[config.mk]
export PLATFORM = sky130hd
export DESIGN_NAME = cond_logic_unit
export DESIGN_NICKNAME = d
export VERILOG_FILES = /design/src/rtl/cond_pkg.sv /design/src/rtl/cond_check.sv /design/src/rtl/cond_logic_unit.sv
export SDC_FILE = /design/constraint.sdc
export NUM_CORES = 1
export LEC_CHECK = 0
export ABC_AREA = 0
export BUFFER_PORTS_ARGS = -buffer_cell sky130_fd_sc_hd__buf_2
export CAP_MARGIN = 25
export CORE_MARGIN = 4
export CORE_UTILIZATION = 42
export CTS_CLUSTER_DIAMETER = 150
export DETAILED_ROUTE_END_ITERATION = 7
export HOLD_SLACK_MARGIN = 0.06
export PLACE_DENSITY_LB_ADDON = 0.05
export SYNTH_ARGS = -nofsm -noshare
export SYNTH_HDL_FRONTEND = slang
export SYNTH_HIERARCHICAL = 1
export SYNTH_SLANG_ARGS = --single-unit
[constraint.sdc]
create_clock -name clk -period 2.8 [get_ports clk]
set_input_delay 0.28 -clock clk [delete_from_list [all_inputs] [get_ports clk]]
set_output_delay 0.28 -clock clk [all_outputs]
set_load 0.005 [all_outputs]
[src/rtl/cond_pkg.sv]
// Shared definitions for the condition-logic stage: ARM condition encodings,
// NZCV bit positions and flag-write control bit positions.
package cond_pkg;

  // ARMv4 condition field, instr[31:28]
  typedef enum logic [3:0] {
    COND_EQ = 4'b0000,
    COND_NE = 4'b0001,
    COND_CS = 4'b0010,
    COND_CC = 4'b0011,
    COND_MI = 4'b0100,
    COND_PL = 4'b0101,
    COND_VS = 4'b0110,
    COND_VC = 4'b0111,
    COND_HI = 4'b1000,
    COND_LS = 4'b1001,
    COND_GE = 4'b1010,
    COND_LT = 4'b1011,
    COND_GT = 4'b1100,
    COND_LE = 4'b1101,
    COND_AL = 4'b1110,
    COND_NV = 4'b1111
  } cond_e;

  // Bit positions inside the {N,Z,C,V} status word
  localparam int FLAG_N = 3;
  localparam int FLAG_Z = 2;
  localparam int FLAG_C = 1;
  localparam int FLAG_V = 0;

  // Bit positions inside flagW
  localparam int FW_NZ = 1;
  localparam int FW_CV = 0;

endpackage

[src/rtl/cond_check.sv]
// Purely combinational ARM condition evaluator: (cond, NZCV) -> pass.
// Kept standalone so a later branch-prediction stage can reuse it.
module cond_check
  import cond_pkg::*;
(
  input  logic [3:0] cond,
  input  logic [3:0] flags,
  output logic       condEx
);

  logic n, z, c, v;

  assign n = flags[FLAG_N];
  assign z = flags[FLAG_Z];
  assign c = flags[FLAG_C];
  assign v = flags[FLAG_V];

  // Decode the condition field against the current status flags
  always_comb begin
    // NOTE: assigning a default before the case keeps this block free of
    // inferred latches even if an arm is later removed.
    condEx = 1'b0;
    case (cond_e'(cond))
      COND_EQ: condEx = z;
      COND_NE: condEx = ~z;
      COND_CS: condEx = c;
      COND_CC: condEx = ~c;
      COND_MI: condEx = n;
      COND_PL: condEx = ~n;
      COND_VS: condEx = v;
      COND_VC: condEx = ~v;
      COND_HI: condEx = c & ~z;
      COND_LS: condEx = ~c | z;
      COND_GE: condEx = (n == v);
      COND_LT: condEx = (n != v);
      COND_GT: condEx = ~z & (n == v);
      COND_LE: condEx = z | (n != v);
      COND_AL: condEx = 1'b1;
      COND_NV: condEx = 1'b0;
    endcase
  end

endmodule

[src/rtl/cond_logic_unit.sv]
// Condition-logic stage after the ALU: holds the NZCV status register,
// gates the register/memory/PC write strobes by the condition field and
// registers the result through one writeback stage with valid.
// Optional: define COND_SKIP_CNT_EN to add a saturating skipCount output
// counting accepted instructions whose condition failed.
module cond_logic_unit
  import cond_pkg::*;
#(
  parameter int N = 4
`ifdef COND_SKIP_CNT_EN
  ,
  parameter int CNT_W = 8
`endif
) (
  input  logic             clk,
  input  logic             rst_n,
  input  logic             validIn,
  input  logic             stall,
  input  logic             flush,
  input  logic [3:0]       cond,
  input  logic [1:0]       flagW,
  input  logic             regWIn,
  input  logic             memWIn,
  input  logic             pcSIn,
  input  logic [N-1:0]     aluResult,
  input  logic [3:0]       aluFlags,
  output logic             condEx,
  output logic [3:0]       flags,
  output logic             regWrite,
  output logic             memWrite,
  output logic             pcSrc,
  output logic [N-1:0]     resultOut,
  output logic             validOut
`ifdef COND_SKIP_CNT_EN
  ,
  output logic [CNT_W-1:0] skipCount
`endif
);

  logic accepted;
  logic passing;

  // condEx looks only at the registered flags: no bypass of aluFlags
  cond_check u_cond_check (
    .cond   (cond),
    .flags  (flags),
    .condEx (condEx)
  );

  // stall beats flush: a stalled instruction is neither taken nor squashed
  assign accepted = validIn & ~stall & ~flush;
  assign passing  = accepted & condEx;

  // Architectural NZCV register, updated per half by a passing instruction
  always_ff @(posedge clk or negedge rst_n) begin
    // NOTE: sequential state uses non-blocking assignments so every register
    // samples pre-edge values regardless of block ordering.
    if (!rst_n) begin
      flags <= 4'b0000;
    end else begin
      if (passing && flagW[FW_NZ]) begin
        flags[FLAG_N] <= aluFlags[FLAG_N];
        flags[FLAG_Z] <= aluFlags[FLAG_Z];
      end
      if (passing && flagW[FW_CV]) begin
        flags[FLAG_C] <= aluFlags[FLAG_C];
        flags[FLAG_V] <= aluFlags[FLAG_V];
      end
    end
  end

  // Writeback stage: valid, gated strobes and result; holds under stall
  always_ff @(posedge clk or negedge rst_n) begin
    if (!rst_n) begin
      validOut  <= 1'b0;
      regWrite  <= 1'b0;
      memWrite  <= 1'b0;
      pcSrc     <= 1'b0;
      resultOut <= '0;
    end else if (!stall) begin
      validOut <= accepted;
      regWrite <= passing & regWIn;
      memWrite <= passing & memWIn;
      pcSrc    <= passing & pcSIn;
      if (accepted) begin
        resultOut <= aluResult;
      end
    end
  end

`ifdef COND_SKIP_CNT_EN
  // Saturating count of accepted instructions whose condition failed
  always_ff @(posedge clk or negedge rst_n) begin
    if (!rst_n) begin
      skipCount <= '0;
    end else if (accepted && !condEx && (skipCount != '1)) begin
      skipCount <= skipCount + CNT_W'(1);
    end
  end
`endif

endmodule
==> impl_results.md, run 1 <==
* Layout area overhead at 35.24%
* RSZ-0062 raised after global routing: no
* Post-synthesis mux area share at 18.11%
* Synth Area in Simple Gates at 11.81%
* Hold Vio Cnt, Final at 0
* Peak supply drop at 0.0004652 V
* Max Root-Sink Buffers at 2
* Synthesized area per cell at 12.46 sq um
* Clock tree sinks at 12
* Gp weighted congestion at 0.7030
* Final wirelength at 1.429 mm
* Fin nets at 111
* Aggregate global-route resource usage at 14.32%
* Worst r2r path cells at 8
* Register area at 300.3 sq um
* Relative slew slack at 74.55%
* FILL cells at 124
* CP startpoint kind: flop
* Clock Pin Slew Worst Setup and Hold Paths at 80 ps
* First DRT Iteration DRCs at 8
* Die Height at 46.90 um
* Worst EP arrival at 2440 ps
* Inserted Diodes at 0
* Hold depth at 2
* Drt wl/cell at 13.87 um
* Boundary pin count at 35
* Antenna Nets Post-Route at 0
* Post-CTS setup buffer count at 0
* Synth Area in Adders at 0%
* Synth warn at 6
* Largest net degree at the start of global routing at 13
* Layout Cells excl Fill at 103
* Max Freq at 439.0 MHz
* Inserted Clock Buffers at 3
* CTS Root Cell: clkbuf_4
* Die width at 46.90 um
* Initial Util at 46.52%
* Max-slew violations at 0
* CP Max Fanout at 5
* WP data required at 2960 ps
* Syn_nets at 73
* Clk_lat worst skew at 270 ps
* Dpl cells at 98
* H-tree depth at 1
* Vias in the first global route at 500
* Final Hold Slack at 222.7 ps
* Vias at 537
* Layout cells sized above 1 at 56.82%
* Largest family of logic cells by synthesized area: multiplexers
* Worst-margin pin slew at 380.1 ps
* Clk_skew at 3.905 ps
* # rows at 13
* Die area at 2200 sq um
* Antenna violations before repair at 0
* DRC violations left at 0
* Mapped Cells at 51
* Hold Crit Class: in -> reg
* CP Capture Type: flop
* Min Tclk post-route at 2278 ps
* Post-Synth XOR/XNOR Area at 5.512%
* Setup_tns at 0 ps
* Cell Area, Synth at 635.6 sq um
* Pre-CTS WS at 562.1 ps
* Status: completed
* Detailed Routing Iterations Pass 1 at 3
* Multi-input gate area at 320.3 sq um
* Tcrit/Tclk final at 81.35%
* Total global routing overflow at 0
* First-pass GRT wire length at 2.166 mm
* PwrDens at 690.4 nW/um^2
* MaxCap Viol Count at 0
* Tot Pwr at 0.5934 mW
* CTS tree: yes
* Setup Crit Path Kind: reg -> reg
* Vias per inst at 5.214
* Core ar. at 1366 sq um
* Worst setup margin at 522.2 ps
* Synth Area in Compound Gates at 14.96%
* Leak at 0.4496 nW
* Yosys cell types at 26
* Post-synthesis sequential area ratio at 47.24%
* I/O Buffers at 34
* Yosys reg bits at 12
* Final setup viols at 0
==> layer usage <==
layer / up-vias / GRT usage (%) / share of wire (%)
met5: - / 0 / 0
met4: 0 / 4.972 / 0
met3: 0 / 4.598 / 7.8
met2: 23 / 21.41 / 47
met1: 251 / 19.52 / 45
li1: 263 / - / -
==> layout by cell type, fill, tap and decap left out, types with 2 or more instances in the layout <==
cell type   n
a21oi_1     3
a22o_1      3
buf_2      34
clkbuf_4    3
dfrtp_1    12
mux2_2      4
mux2_4      4
nand2_2     2
nor2_1      2
xor2_1      3
==> final timing paths <==
path,to,startpoint,slack (ps)
hold reg to reg,validOut$_DFFE_PN0N_,validOut$_DFFE_PN0N_,490
setup / recovery,flags[2]$_DFFE_PN0P_,flags[3]$_DFFE_PN0P_,520
min in group asynchronous,resultOut[2]$_DFFE_PN0P_,rst_n,410
hold / removal,pcSrc$_DFFE_PN0N_,pcSIn,220
setup reg to reg,flags[2]$_DFFE_PN0P_,flags[3]$_DFFE_PN0P_,520
max in group asynchronous,regWrite$_DFFE_PN0N_,rst_n,2170
==> report_power, final <==
part / internal (mW) / switching, mW / total [mW]
clock network: 0.0790 / 0.0591 / 0.138
logic: 0.119 / 0.0841 / 0.203
registers: 0.211 / 0.0409 / 0.252
total: 0.409 / 0.184 / 0.593
==> worst max-delay path, cell delays in order, from the launching register on <==
cell,delay [ps]
dfrtp_1,420
xor2_1,280
xor2_1,110
a2111oi_1,420
a311oi_1,80
o22ai_1,160
and4bb_4,300
nand2_2,90
mux2_4,300
==> layout make-up <==
cell class                 instances  area share (%)
multi-input combinational         36           37.26
sequential                        12           34.93
timing repair buffer              35           20.96
clock buffer                       4           4.221
tap                               15           2.183
inverter                           1          0.4367
==> registers in the layout (all words and copies together), names as in the netlist <==
register and flops:
pcSrc 1, regWrite 1, validOut 1, resultOut 4
memWrite 1, flags 4
==> per-stage QoR <==
step	cell area, sq um	util, %
floorplan	635.6	-
global placement	813.3	59.52
detailed placement	813.3	59.52
CTS	859.6	62.91
global route	859.6	62.91
finish	859.6	62.91
==> cell usage after synthesis, drive strengths merged <==
| cell | count | share of area [%] |
|---|---|---|
| a2111oi | 1 | 1.6 |
| a211oi | 1 | 1.2 |
| a21o | 1 | 1.2 |
| a21oi | 3 | 2.4 |
| a22o | 3 | 4.1 |
| a311oi | 1 | 1.4 |
| and4bb | 1 | 2.6 |
| buf | 1 | 1.2 |
| clkbuf | 1 | 0.59 |
| dfrtp | 12 | 47 |
| inv | 1 | 0.59 |
| mux2 | 8 | 17 |
| mux2i | 1 | 1.6 |
| nand2 | 2 | 2.0 |
| nand2b | 1 | 0.98 |
| nor2 | 2 | 1.2 |
| nor2b | 1 | 0.98 |
| nor3 | 1 | 0.79 |
| nor3b | 1 | 2.0 |
| nor4b | 1 | 1.4 |
| o21ai | 1 | 0.79 |
| o22a | 1 | 1.4 |
| o22ai | 1 | 0.98 |
| xnor2 | 1 | 1.4 |
| xor2 | 3 | 4.1 |
==> kinds of logic (layout without fill, tap and decap cells) <==
family | after synthesis | after routing
multiplexers | 9 | 9
buffers and inverters | 3 | 40
XOR/XNOR | 4 | 4
flip-flops | 12 | 12
AND/OR/NAND/NOR | 10 | 10
AO/OA/AOI/OAI | 13 | 13
==> repair_timing <==
action / in CTS / in global routing
endpoints found under the hold margin: 12 / 0
resized for setup: 0 / 0
hold buffers: 1 / 0
endpoints found under the setup margin: 0 / 0
Note: power is estimated with default switching activity, not from simulation.
==> run 2: changes to the inputs <==
==> constraint.sdc (replaced) <==
create_clock -name clk -period 2.2 [get_ports clk]
set_input_delay 0.22 -clock clk [delete_from_list [all_inputs] [get_ports clk]]
set_output_delay 0.22 -clock clk [all_outputs]
set_load 0.005 [all_outputs]
==> run 2 against run 1 <==
- combinational power is 70% higher
- setup slack worse by 470 ps
- worst hold slack got worse by 68 ps
- clock-buffer cell count unchanged
- flip-flop and latch count is the same
- total power increased by 41%
- critical path type unchanged
- sequential power grew 24%
==> impl_results.md, run 2 (synthesized netlist as in run 1, its figures left out) <==
* Status: completed
* Vias per inst at 5.130
* Clock tree sinks at 12
* Antenna violations before repair at 0
* Vias at 554
* Max-slew violations at 0
* Pint at 0.5736 mW
* Reg2reg setup slack at 50 ps
* Tcrit/Tclk final at 97.58%
* RR Startpoint: flags[0]$_DFFE_PN0P_
* Switching pwr at 0.2603 mW
* CP Capture Type: flop
* Max Freq at 465.8 MHz
* CP Launch Point: flags[0]$_DFFE_PN0P_
* Clk_skew at 5.321 ps
* Aggregate global-route resource usage at 15.35%
* Fin nets at 116
* First-pass GRT wire length at 2.332 mm
* RSZ-0062 raised after global routing: yes
* CP endpoint: flags[3]$_DFFE_PN0P_
* Hold Vio Cnt, Final at 0
* Leak at 0.4767 nW
* Comb power frac at 41.3%
* PwrDens at 916.8 nW/um^2
* Clk pwr share at 21.2%
* Worst r2r path cells at 8
* I/O Buffers at 34
* Die area at 2200 sq um
* Reg2reg end: flags[3]$_DFFE_PN0P_
* CP Max Fanout at 3
* Final setup viols at 0
* Sw frac at 31.21%
* Layout Cells excl Fill at 108
* Initial Util at 46.52%
* Largest net degree at the start of global routing at 13
* Tot Pwr at 0.8339 mW
* Antenna Nets Post-Route at 0
* Min Tclk post-route at 2147 ps
* MaxCap Viol Count at 0
* CTS Root Cell: clkbuf_4
* CP startpoint kind: flop
* Most common cell after layout, fill and taps aside: buf_2
* Sequential share of power at 37.4%
* Detailed Routing Iterations Pass 1 at 4
* Worst-margin pin slew at 398.3 ps
* # rows at 13
* Hold wc startpoint: pcSIn
* Drt wl/cell at 13.93 um
* Die width at 46.90 um
* Regs by FF count: flags x4, resultOut x4
* WP data required at 2360 ps
* Layout cells sized above 1 at 61.29%
* Layout area overhead at 43.11%
* Hold Crit Class: in -> reg
* DRC violations left at 0
* Clk_lat worst skew at 270 ps
* Inserted Diodes at 0
* Relative slew slack at 73.33%
* H-tree depth at 1
* Max Root-Sink Buffers at 2
* Clock Pin Slew Worst Setup and Hold Paths at 80 ps
* Final Hold Slack at 155.1 ps
* DP HPWL at 1.188 mm
* Inserted Clock Buffers at 3
* Boundary pin count at 35
* CTS tree: yes
* Vias in the first global route at 522
* Total global routing overflow at 0
* Dpl cells at 101
* Peak supply drop at 0.0006013 V
* Setup Crit Path Kind: reg -> reg
* Most frequent cells in the layout: buf_2, dfrtp_1, buf_4
* Gp weighted congestion at 0.8094
* First DRT Iteration DRCs at 13
* Core ar. at 1366 sq um
* Worst EP arrival at 2310 ps
* Final wirelength at 1.504 mm
* Die Height at 46.90 um
run 2: cell types whose count changed in the layout (fill, tap and decap cells not counted), sizes merged:
cell  previous run  this run
buf             34        39
run 2: how the worst min path moves through the flow:
stage,slack [ps],cells after the start,end
CTS,140,2,pcSrc$_DFFE_PN0N_
floorplan,-80,0,flags[0]$_DFFE_PN0P_
global placement,110,1,resultOut[2]$_DFFE_PN0P_
detailed placement,110,1,resultOut[1]$_DFFE_PN0P_
global route,140,2,pcSrc$_DFFE_PN0N_
finish,160,2,pcSrc$_DFFE_PN0N_
run 2: power groups by stage:
stage | clock (mW) | combinational, mW | sequential [mW]
finish | 0.177 | 0.345 | 0.312
detailed placement | 0 | 0.309 | 0.311
global placement | 0 | 0.307 | 0.309
global route | 0.197 | 0.379 | 0.320
floorplan | 0 | 0.155 | 0.321
CTS | 0.183 | 0.315 | 0.312
run 2: worst max-delay path: stages (launching register included):
cell and delay (ps):
dfrtp_1 410, xor2_2 200, xor2_1 160, a2111oi_2 360, a311oi_1 80, o22ai_1 180, and4bb_4 290, nand2_2 80
mux2_4 290
run 2: per-stage QoR:
| step | utilization (%) | instance area [sq um] | setup TNS [ps] | setup WS [ps] |
|---|---|---|---|---|
| 6_report | 66.58 | 909.6 | 0 | 53.23 |
| 5_1_grt | 66.58 | 909.6 | -347.0 | -93.35 |
| 4_1_cts | 65.11 | 889.6 | 0 | 41.33 |
| 3_5_place_dp | 61.17 | 835.8 | 0 | 3.239 |
| 3_3_place_gp | 61.17 | 835.8 | 0 | 67.16 |
| 2_1_floorplan | - | 635.6 | 0 | 52.14 |
run 2: layout make-up:
class,count,area (sq um)
Fill cell,114,456.7
Multi-Input combinational cell,36,332.8
Sequential cell,12,300.3
Timing Repair Buffer,40,217.7
Clock buffer,4,36.28
Tap cell,15,18.77
Inverter,1,3.754
run 2: repair_timing:
item | 4_1_cts | 5_1_grt
hold buffers | 1 | 0
resized for setup | 1 | 1
endpoints found under the setup margin | 3 | 4
hold endpoints to repair | 12 | 0
buffers inserted | 0 | 2
pin swaps | 2 | 4
run 2: layer usage:
layer  vias up  part of all wire [%]  track usage, %
met1       260                    43           21.00
met2        23                    49           22.49
li1        271                     -               -
met3         0                   8.3           4.598
met5         -                     0               0
met4         0                     0           6.630
==> run 3: changes to the inputs <==
--- a/config.mk
+++ b/config.mk
@@ -7,13 +7,14 @@
 export LEC_CHECK = 0
 export ABC_AREA = 0
 export BUFFER_PORTS_ARGS = -buffer_cell sky130_fd_sc_hd__buf_2
-export CAP_MARGIN = 25
+export CAP_MARGIN = 20
 export CORE_MARGIN = 4
 export CORE_UTILIZATION = 42
 export CTS_CLUSTER_DIAMETER = 150
 export DETAILED_ROUTE_END_ITERATION = 7
 export HOLD_SLACK_MARGIN = 0.06
 export PLACE_DENSITY_LB_ADDON = 0.05
+export RECOVER_POWER = 100
 export SYNTH_ARGS = -nofsm -noshare
 export SYNTH_HDL_FRONTEND = slang
 export SYNTH_HIERARCHICAL = 1
==> run 3 against run 2 <==
- sequential share of layout area up 0.60 points
- setup slack worse by 0.68 ps
- critical endpoint unchanged
- clock power about the same
- cell area decreased by 1.8%
- fmax about the same
- die area stayed put
==> impl_results.md, run 3 (synthesized netlist as in run 1, its figures left out) <==
* Worst EP arrival at 2310 ps
* RSZ-0062 raised after global routing: yes
* DRC violations left at 0
* Max incr delay on CP at 410 ps
* WP data required at 2360 ps
* Gp weighted congestion at 0.8094
* Max Freq at 465.7 MHz
* Dpl cell area at 835.8 sq um
* Critical path's top delay family: compound AO/OA/AOI/OAI gates
* Peak supply drop at 0.0005982 V
* Sequential share of power at 37.9%
* Met2 global-route usage at 22.49%
* Status: completed
* MaxCap Viol Count at 0
* Antenna violations before repair at 0
* Die area at 2200 sq um
* Sw frac at 31.53%
* Inserted Clock Buffers at 3
* Worst path cell trace: xor2_2 > xor2_1 > a2111oi_2 > a311oi_1 > o22ai_1 > and4bb_4 > nand2_2 > mux2_4
* Layout area overhead at 40.55%
* CP Capture Type: flop
* Layout cells sized above 1 at 51.61%
* Initial Util at 46.52%
* Vias in the first global route at 522
* Critical Path Slowest Stage Cell: dfrtp_1
* Clk_lat worst skew at 270 ps
* # rows at 13
* Max-slew violations at 0
* Final setup viols at 0
* Worst-margin pin slew at 720.2 ps
* First DRT Iteration DRCs at 16
* Aggregate global-route resource usage at 15.35%
* Most frequent cells in the layout: buf_2, dfrtp_1, clkbuf_1
* Final wirelength at 1.500 mm
* PwrDens at 921.4 nW/um^2
* Tcrit/Tclk final at 97.61%
* Relative slew slack at 51.88%
* Max Root-Sink Buffers at 2
* Clock Pin Slew Worst Setup and Hold Paths at 80 ps
* Met3 GRT Util at 4.598%
* Hold wc startpoint: pcSIn
* CP Buf/Inv Count at 0
* CP Max Fanout at 3
* Fin nets at 116
* Hold Vio Cnt, Final at 0
* Grt peak-use layer: met2
* Drt wl/cell at 13.89 um
* Setup_tns at 0 ps
* Inserted Diodes at 0
* CTS tree: yes
* Die width at 46.90 um
* Vias at 560
* RR Startpoint: flags[0]$_DFFE_PN0P_
* Regs by FF count: flags x4, resultOut x4
* Hold Crit Class: in -> reg
* Clk pwr share at 21.4%
* I/O Buffers at 34
* Final instance area at 893.4 sq um
* Leak at 0.4509 nW
* H-tree depth at 1
* Clock tree sinks at 12
* Switching pwr at 0.2595 mW
* Min Tclk post-route at 2147 ps
* Core ar. at 1366 sq um
* Comb power frac at 40.7%
* Setup Crit Path Kind: reg -> reg
* Vias per inst at 5.185
* Antenna Nets Post-Route at 0
* Clk_skew at 4.590 ps
* Pint at 0.5636 mW
* Total global routing overflow at 0
* Detailed Routing Iterations Pass 1 at 4
* CP startpoint kind: flop
* Most common cell after layout, fill and taps aside: buf_2
* CTS Root Cell: clkbuf_4
* Die Height at 46.90 um
* DP HPWL at 1.188 mm
* Met1 Use GR at 21.00%
* First-pass GRT wire length at 2.332 mm
* Largest net degree at the start of global routing at 13
* CP Launch Point: flags[0]$_DFFE_PN0P_
* Boundary pin count at 35
-- run 3: cell count changes in the layout (fill, tap and decap cells not counted) --
cell / change
nor3b_2: -1
clkbuf_1: +7
buf_2: -6
buf_4: -1
mux2_2: -1
mux2_1: +1
nor3b_1: +1
-- run 3: final timing paths --
check | to | slack, ps | depth (start not counted)
min | pcSrc$_DFFE_PN0N_ | 160 | 2
max reg2reg | flags[3]$_DFFE_PN0P_ | 50 | 8
min in group asynchronous | resultOut[0]$_DFFE_PN0P_ | 470 | 2
min reg2reg | validOut$_DFFE_PN0N_ | 490 | 1
max in group asynchronous | flags[2]$_DFFE_PN0P_ | 1310 | 2
max | flags[3]$_DFFE_PN0P_ | 50 | 8
-- run 3: timing repair --
item                                   in CTS  in global routing
gates cloned                                0                  0
setup buffers                               0                  2
hold buffers                                1                  0
setup endpoints to repair                   3                  4
endpoints found under the hold margin      12                  0
pin swaps                                   2                  4
gates resized for setup                     1                  1
-- run 3: area by class of cell --
type                            instances  area (sq um)
Multi-Input combinational cell         36         327.8
Inverter                                1         3.754
Timing Repair Buffer                   40         206.4
Tap cell                               15         18.77
Sequential cell                        12         300.3
Fill cell                             118         473.0
Clock buffer                            4         36.28
-- run 3: metal layers --
layer / wire, um / part of all wire, % / vias up
li1: - / - / 271
met1: 643 / 43 / 266
met2: 726 / 48 / 23
met3: 129 / 8.6 / 0
met4: 0 / 0 / 0
met5: 0 / 0 / -
-- run 3: power by group through the flow --
stage | Sequential [mW] | Clock, mW | Combinational, mW
finish | 0.312 | 0.176 | 0.335
global route | 0.320 | 0.197 | 0.369
CTS | 0.312 | 0.183 | 0.315
detailed placement | 0.311 | 0 | 0.309
global placement | 0.309 | 0 | 0.307
floorplan | 0.321 | 0 | 0.155
-- run 3: worst reg2reg max path, cell delays in order, from the launching register on --
cell       delay, ps
dfrtp_1          410
xor2_2           200
xor2_1           160
a2111oi_2        360
a311oi_1          80
o22ai_1          180
and4bb_4         290
nand2_2           80
mux2_4           300
-- run 3: metrics by stage --
| step | std cells | util [%] | hold slack (ps) | power, mW | setup WS, ps |
|---|---|---|---|---|---|
| CTS | 106 | 65.11 | 143.5 | 0.8099 | 41.33 |
| finish | 108 | 65.38 | 156.8 | 0.8232 | 52.55 |
| global route | 108 | 65.38 | 135.4 | 0.8857 | -93.35 |
| detailed placement | 101 | 61.17 | 114.1 | 0.6202 | 3.239 |
| floorplan | 51 | - | -75.59 | 0.4761 | 52.14 |
| global placement | 101 | 61.17 | 109.1 | 0.6156 | 67.16 |
